===== src/rtl/sync_up_down_counter_mod_if.sv =====
// Control/status bundle for the synchronous up/down counter.
// The master side drives enable, direction and the parallel-load path.
// The slave side (the counter) returns the count, terminal count and the sticky flag.
interface sync_up_down_counter_mod_if #(
    parameter int N = 4
);
    logic         en;
    logic         sel;
    logic         load;
    logic [N-1:0] d;
    logic [N-1:0] Q;
    logic         tc;
    logic         ovf;

    modport master (
        output en, sel, load, d,
        input  Q, tc, ovf
    );

    modport slave (
        input  en, sel, load, d,
        output Q, tc, ovf
    );
endinterface


===== src/rtl/sync_up_down_counter_mod.sv =====
// Synchronous N-bit up/down counter with a programmable modulus.
// Supports parallel load, count enable, wrap or saturate at the range ends,
// a sticky overflow flag and a combinational terminal count for cascading.
// Range-end detection compares against the range limits instead of using the
// adder carry, so MODULUS == 2**N behaves the same as any smaller modulus.
module sync_up_down_counter_mod #(
    parameter int N        = 4,
    parameter int MODULUS  = 10,
    parameter int SATURATE = 0
) (
    input  logic                        clk,
    input  logic                        reset,
    sync_up_down_counter_mod_if.slave   bus
);

    // Largest legal count, held at the counter width.
    localparam logic [N-1:0] MAX_V = N'(MODULUS - 1);
    // Modulus held one bit wider so that 2**N stays representable.
    localparam logic [N:0]   MOD_W = (N+1)'(MODULUS);

    logic [N-1:0] q_q, q_d;
    logic         ovf_q, ovf_d;

    logic         at_max;
    logic         at_zero;
    logic         up_end;
    logic         dn_end;
    logic         d_legal;
    logic [N-1:0] load_val;
    logic [N-1:0] up_val;
    logic [N-1:0] dn_val;

    // Range-end detection and the candidate next values for each operation.
    always_comb begin
        at_max   = (q_q == MAX_V);
        at_zero  = (q_q == '0);
        up_end   = bus.sel & at_max;
        dn_end   = ~bus.sel & at_zero;
        d_legal  = ({1'b0, bus.d} < MOD_W);
        load_val = d_legal ? bus.d : MAX_V;
        // At the top of the range the step either wraps to 0 or holds.
        if (at_max)
            up_val = (SATURATE != 0) ? MAX_V : '0;
        else
            up_val = q_q + N'(1);
        // At the bottom of the range the step either wraps to MAX or holds.
        if (at_zero)
            dn_val = (SATURATE != 0) ? '0 : MAX_V;
        else
            dn_val = q_q - N'(1);
    end

    // Next state: load beats count; reset is applied in the register itself.
    always_comb begin
        q_d   = q_q;
        ovf_d = ovf_q;
        if (bus.load) begin
            q_d   = load_val;
            ovf_d = 1'b0;
        end else if (bus.en) begin
            q_d = bus.sel ? up_val : dn_val;
            // Any wrap or saturation event marks the flag; it stays until reset/load.
            if (up_end || dn_end)
                ovf_d = 1'b1;
        end
    end

    // State register with synchronous, highest-priority reset.
    always_ff @(posedge clk) begin
        if (reset) begin
            q_q   <= '0;
            ovf_q <= 1'b0;
        end else begin
            q_q   <= q_d;
            ovf_q <= ovf_d;
        end
    end

    // Outputs: tc is deliberately not gated by load or reset so a cascade
    // sees the carry purely from enable, direction and the current count.
    always_comb begin
        bus.Q   = q_q;
        bus.ovf = ovf_q;
        bus.tc  = bus.en & (up_end | dn_end);
    end

endmodule


===== src/flat_wrapper.sv =====
// flat-port wrapper written by rule: the top's interface ports become plain ports
module sync_up_down_counter_mod_flat 
#(
    parameter int N        = 4,
    parameter int MODULUS  = 10,
    parameter int SATURATE = 0
)
  (clk, reset, bus_en, bus_sel, bus_load, bus_d, bus_Q, bus_tc, bus_ovf);
  sync_up_down_counter_mod_if #(.N(N)) bus_i ();
  input  logic clk;
  input  logic reset;
  input wire logic [$bits(bus_i.en)-1:0] bus_en;
  input wire logic [$bits(bus_i.sel)-1:0] bus_sel;
  input wire logic [$bits(bus_i.load)-1:0] bus_load;
  input wire logic [$bits(bus_i.d)-1:0] bus_d;
  output wire logic [$bits(bus_i.Q)-1:0] bus_Q;
  output wire logic [$bits(bus_i.tc)-1:0] bus_tc;
  output wire logic [$bits(bus_i.ovf)-1:0] bus_ovf;
  assign bus_i.en = bus_en;
  assign bus_i.sel = bus_sel;
  assign bus_i.load = bus_load;
  assign bus_i.d = bus_d;
  assign bus_Q = bus_i.Q;
  assign bus_tc = bus_i.tc;
  assign bus_ovf = bus_i.ovf;
  sync_up_down_counter_mod #(.N(N), .MODULUS(MODULUS), .SATURATE(SATURATE)) u_core (.clk(clk), .reset(reset), .bus(bus_i));
endmodule

===== config.mk =====
export PLATFORM = sky130hd
export DESIGN_NAME = sync_up_down_counter_mod_flat
export DESIGN_NICKNAME = d
export VERILOG_FILES = /design/src/rtl/sync_up_down_counter_mod_if.sv /design/src/rtl/sync_up_down_counter_mod.sv /design/src/flat_wrapper.sv
export SDC_FILE = /design/constraint.sdc
export NUM_CORES = 1
export LEC_CHECK = 0
export BUFFER_PORTS_ARGS = -buffer_cell sky130_fd_sc_hd__buf_2
export CAP_MARGIN = 5
export CORE_AREA = 2 2 39 41
export DETAILED_ROUTE_END_ITERATION = 8
export DIE_AREA = 0 0 41 43
export PLACE_DENSITY_LB_ADDON = 0.05
export SLEW_MARGIN = 20
export SYNTH_ARGS = -nofsm -noshare
export SYNTH_HDL_FRONTEND = slang
export SYNTH_SLANG_ARGS = --single-unit

===== constraint.sdc =====
create_clock -name clk -period 1.33 [get_ports clk]
set_input_delay 0.266 -clock clk [delete_from_list [all_inputs] [get_ports clk]]
set_output_delay 0.266 -clock clk [all_outputs]
set_load 0.03 [all_outputs]

== Word level (Yosys, flattened, before mapping) ==
Cells that the tools add are included.
Storage, ports and cells
  logic and storage cells: 22
  output and inout bits: 6
  register bits after elaboration: 5
Operators by class
  add/subtract/negate cells: 2
  reductions and logical operators: 5
  $lt $le $gt $ge: 1
  equality and inequality tests: 1
  bitwise logic cells: 5
  muxes and demuxes: 6
Operators by type and width (number)
  $mux 4: 6
  $add 4x1->4 const B: 1
  $eq 4x4->1 const B: 1
  $logic_not 4->1: 1
  $lt 4x4->1 const B: 1
  $sub 4x1->4 const B: 1
  $and 1x1->1: 3
  $reduce_and 2->1: 1
  $reduce_bool 2->1: 1
  $reduce_or 2->1: 1
  $logic_or 1x1->1: 1
  $not 1->1: 1
  $or 1x1->1: 1

== Longest topological paths before layout ==
  word-level depth: 5
  gate-level depth with buffers: 5
  depth with buffers taken out: 4

== Least setup slack after synthesis ==
Ideal clock, no wire load.
  path kind: reg2reg
  start point: register u_core.q_q[0] (netlist: u_core.bus.Q[0])
  end point: register u_core.ovf_q (netlist: u_core.bus.ovf)
  library setup time: 0.073 ns
  stages on the path, launching flop included: 6
  required time: 1.257 ns
  slack: -0.775 ns
  data arrival time: 2.031 ns
  cell sequence: dfxtp_1 buf_6 or3_4 a2111oi_2 nor2_1 nor3_2
Between the ends
  cells in the longest elaborated chain, start to end: 4
Ends and longest elaborated chain
  start, declared: line sync_up_down_counter_mod.sv:21  | logic [N-1:0] q_q, q_d;
  start signal, assigned: line sync_up_down_counter_mod.sv:74  | q_q <= q_d;
  $eq 4x4->1 / $logic_not 4->1 (equally long branches): line sync_up_down_counter_mod.sv:35, sync_up_down_counter_mod.sv:36
  $and 1x1->1 (on tied branches): line sync_up_down_counter_mod.sv:37, sync_up_down_counter_mod.sv:38
  $logic_or 1x1->1 (*): line sync_up_down_counter_mod.sv:63  | if (up_end || dn_end)
  $reduce_and 2->1 (no source line) (*)
  end signal, assigned: line sync_up_down_counter_mod.sv:75  | ovf_q <= ovf_d;
  end, declared: line sync_up_down_counter_mod.sv:22  | logic ovf_q, ovf_d;
Every way passes the cells marked *; elsewhere a longest branch is shown, timed or not.
A chain may end at the register's enable or synchronous reset.

== Worst setup path in the final report ==
  start point: register u_core.q_q[0] (netlist: u_core.bus.Q[0])
  end point: output port bus_tc
Between the ends
  cells in the longest elaborated chain, start to end: 4
Ends and longest elaborated chain
  $eq 4x4->1 / $logic_not 4->1 (equally long branches): line sync_up_down_counter_mod.sv:35, sync_up_down_counter_mod.sv:36
  $and 1x1->1 (on tied branches): line sync_up_down_counter_mod.sv:37, sync_up_down_counter_mod.sv:38
  $or 1x1->1 (*): line sync_up_down_counter_mod.sv:84  | bus.tc = bus.en & (up_end | dn_end);
  $and 1x1->1 (*): line sync_up_down_counter_mod.sv:84
  end, declared: line flat_wrapper.sv:17  | output wire logic [$bits(bus_i.tc)-1:0] bus_tc;
Marks and branches as above.

==> impl_metrics.toml <==
[critical_path]
timing_worst_setup_path_type = "register to output pin"
crit_arrival_ps = 1500
cp-end-kind = "output pin"
r2r_end = "u_core.bus.Q[2]$_SDFFE_PP0P_"
cp-startpoint = "u_core.bus.Q[0]$_SDFFE_PP0P_"
r2r_slack_ps = -250
cp-start-kind = "register"
rr_startpoint = "u_core.bus.Q[0]$_SDFFE_PP0P_"
crit_required_ps = 1060
crit_end = "bus_tc"
crit_fanout = 2
r2r_cells = 4

[grt]
grt_pass1_vias = 425
grt_pass1_wl_um = 1814
grt-ovfl-total = 0
grt_usage = 0.1643
antenna_found_initial = 0
grt_max_degree = 10

[place]
place_congestion = 0.8110
numPortBuffers = 14
placed_cells = 83
dp_slack_ps = -275.7
place.detailed.hpwl_um = 861.7

[timing]
finalMaxSlewViolations = 0
period_share = 1.331
worstMarginPinSlew_ps = 294.4
rsz0062_at_grt = "yes"
worst_hold_slack_ps = 279.7
final_hold_viol_count = 0
setup_violations = 4
fin_skew_ps = 3.753
fin_ws_ps = -440.2
max_freq_mhz = 564.9
slew_headroom = 0.8038
fin_crit_ps = 1770

[logic_synthesis]
synth_cell_types = 30
ys_seq_area_frac = 0.2524
yosysTopAreaCell = "dfxtp_1"
synth_seq_cells = 5
synth.top_cell.area_share = 0.2524
netlist_instances = 48
synth.avg_cell_area_um2 = 8.263
synthesis.area_um2 = 396.6
synth_area_leaders = "dfxtp_1, or3_4, inv_1"
synth_nets = 57
ys_warn_count = 0

[power]
combPwrFrac = 0.391
swShare = 0.3410
seq_power_share = 0.305
peakVddDrop_mv = 0.3556
p_int_mw = 0.3788
cellLeakagePower_nw = 0.2727
powerDensity_mw_per_mm2 = 875.1
p_sw_mw = 0.1960
p_clk_frac = 0.304

[clock_network]
hold_buffers = 0
cts-buffers-inserted = 3
max-clock-path-buffers = 2
cts_tree = "done"
cts_max_level = 1
clk_latency_ps = 240
path_clk_slew_ps = 40
cts.sinks = 5
clock_tree.root_cell = "clkbuf_4"

[run_status]
status = "finished with violations"
violations = "negative setup slack"

[drt]
dr_total_vias = 456
drcViolationCount = 0
drt_iter0_drc = 8
wire_per_inst_um = 14.09
finalWirelength_um = 1240
ant_nets = 0
drt_pre_antenna_iters = 4
route.detailed.vias_per_inst = 5.182

[final_layout]
area_growth_pct = 65.62
instances_no_fill = 88
insertedDiodeCount = 0
drive_above_1_share = 0.6111
nNetsFinal = 82

[min_path]
hp-class = "input port to register"

[floorplan]
die-area_mm2 = 0.001763
core_mm2 = 0.001384
die_h_um = 43
start_util = 0.2866
io_pins = 15
die_x_um = 41
fp-row-count = 14

[run]
maxCapViolCount = 0
[power by group through the flow]
| stage | clock, mW | combinational, mW | sequential, mW |
|---|---|---|---|
| finish | 0.175 | 0.225 | 0.175 |
| global route | 0.195 | 0.241 | 0.177 |
| CTS | 0.180 | 0.198 | 0.174 |
| detailed placement | 0 | 0.184 | 0.178 |
| global placement | 0 | 0.188 | 0.178 |
| floorplan | 0 | 0.103 | 0.197 |
[layout make-up]
cell class / instances / area [µm²]
Inverter: 5 / 18.77
Tap cell: 16 / 20.02
Clock buffer: 4 / 26.28
Sequential cell: 5 / 112.6
Multi-Input combinational cell: 33 / 310.3
Fill cell: 145 / 726.9
Timing Repair Buffer: 25 / 168.9
[synthesized netlist by cell type]
master     instances
a221oi_1           1
nor2_1             3
clkbuf_2           1
or4_1              1
a31oi_1            1
a21oi_1            3
nand4b_1           1
dfxtp_1            5
o2111ai_1          1
buf_2              1
mux2i_1            1
o311a_1            1
nor3_2             1
clkbuf_1           1
a2111oi_1          1
inv_1              5
xor2_1             1
a2111oi_2          1
buf_4              1
o311ai_1           1
xnor2_1            2
nand3_1            3
a311oi_1           1
a211oi_1           2
o21ai_0            2
nor2b_1            1
nand4_1            1
buf_6              1
nor3_1             1
or3_4              2
[metrics by stage]
stage          power (mW)    util  TNS, ps  area, µm²
3_5_place_dp       0.3617  0.3978   -648.9      550.5
6_report           0.5748  0.4747   -894.0      656.9
5_1_grt            0.6126  0.4747    -1119      656.9
4_1_cts            0.5524  0.4367    -1193      604.3
2_1_floorplan      0.3003       -   -991.9      426.7
3_3_place_gp       0.3655  0.3978   -631.6      550.5
[critical path, stage by stage (launching register included)]
cell       delay [ps]
dfxtp_4           340
or3_4             370
a2111oi_4         330
buf_4             220
[layout by cell type, fill, tap and decap left out, types with 2 or more instances in the layout]
cell,count
nor2_1,2
clkbuf_4,3
buf_4,10
inv_1,5
a211oi_2,2
or3_4,2
o21ai_0,2
dfxtp_4,3
a21oi_1,3
buf_2,12
buf_6,3
nand3_1,3
[state kept, by name (all words and copies together) (netlist names)]
name            cells
u_core.bus.Q        4
u_core.bus.ovf      1
[worst min path at each step]
stage	from	end	cells after the start
2_1_floorplan	reset	u_core.bus.Q[1]$_SDFFE_PP0P_	1
3_3_place_gp	u_core.bus.ovf$_SDFFE_PP0P_	u_core.bus.ovf$_SDFFE_PP0P_	2
3_5_place_dp	u_core.bus.ovf$_SDFFE_PP0P_	u_core.bus.ovf$_SDFFE_PP0P_	2
4_1_cts	reset	u_core.bus.ovf$_SDFFE_PP0P_	2
5_1_grt	bus_load	u_core.bus.ovf$_SDFFE_PP0P_	2
6_report	bus_load	u_core.bus.ovf$_SDFFE_PP0P_	2
[per-layer routing]
metal	track usage	wire (µm)	vias up
met5	0	0	-
met4	0.1600	49	0
met3	0.04712	86	4
met2	0.2313	590	18
met1	0.1821	514	206
li1	-	-	228
[logic make-up (layout without fill, tap and decap cells)]
kind of cell / count (synthesis) / in the layout / share of synthesized area
buffers and inverters: 10 / 34 / 0.1293
and+or+nand+nor: 14 / 14 / 0.2334
xor gates and xnor gates: 3 / 3 / 0.06626
muxes: 1 / 1 / 0.02524
AOI/OAI and AO/OA: 15 / 15 / 0.2934
DFF: 5 / 5 / 0.2524
[repair_timing]
item,CTS,global route
setup endpoints to repair,5,6
resized for setup,6,10
buffers inserted,2,0
pin swaps,3,5
(Power assumes the default switching activity.)
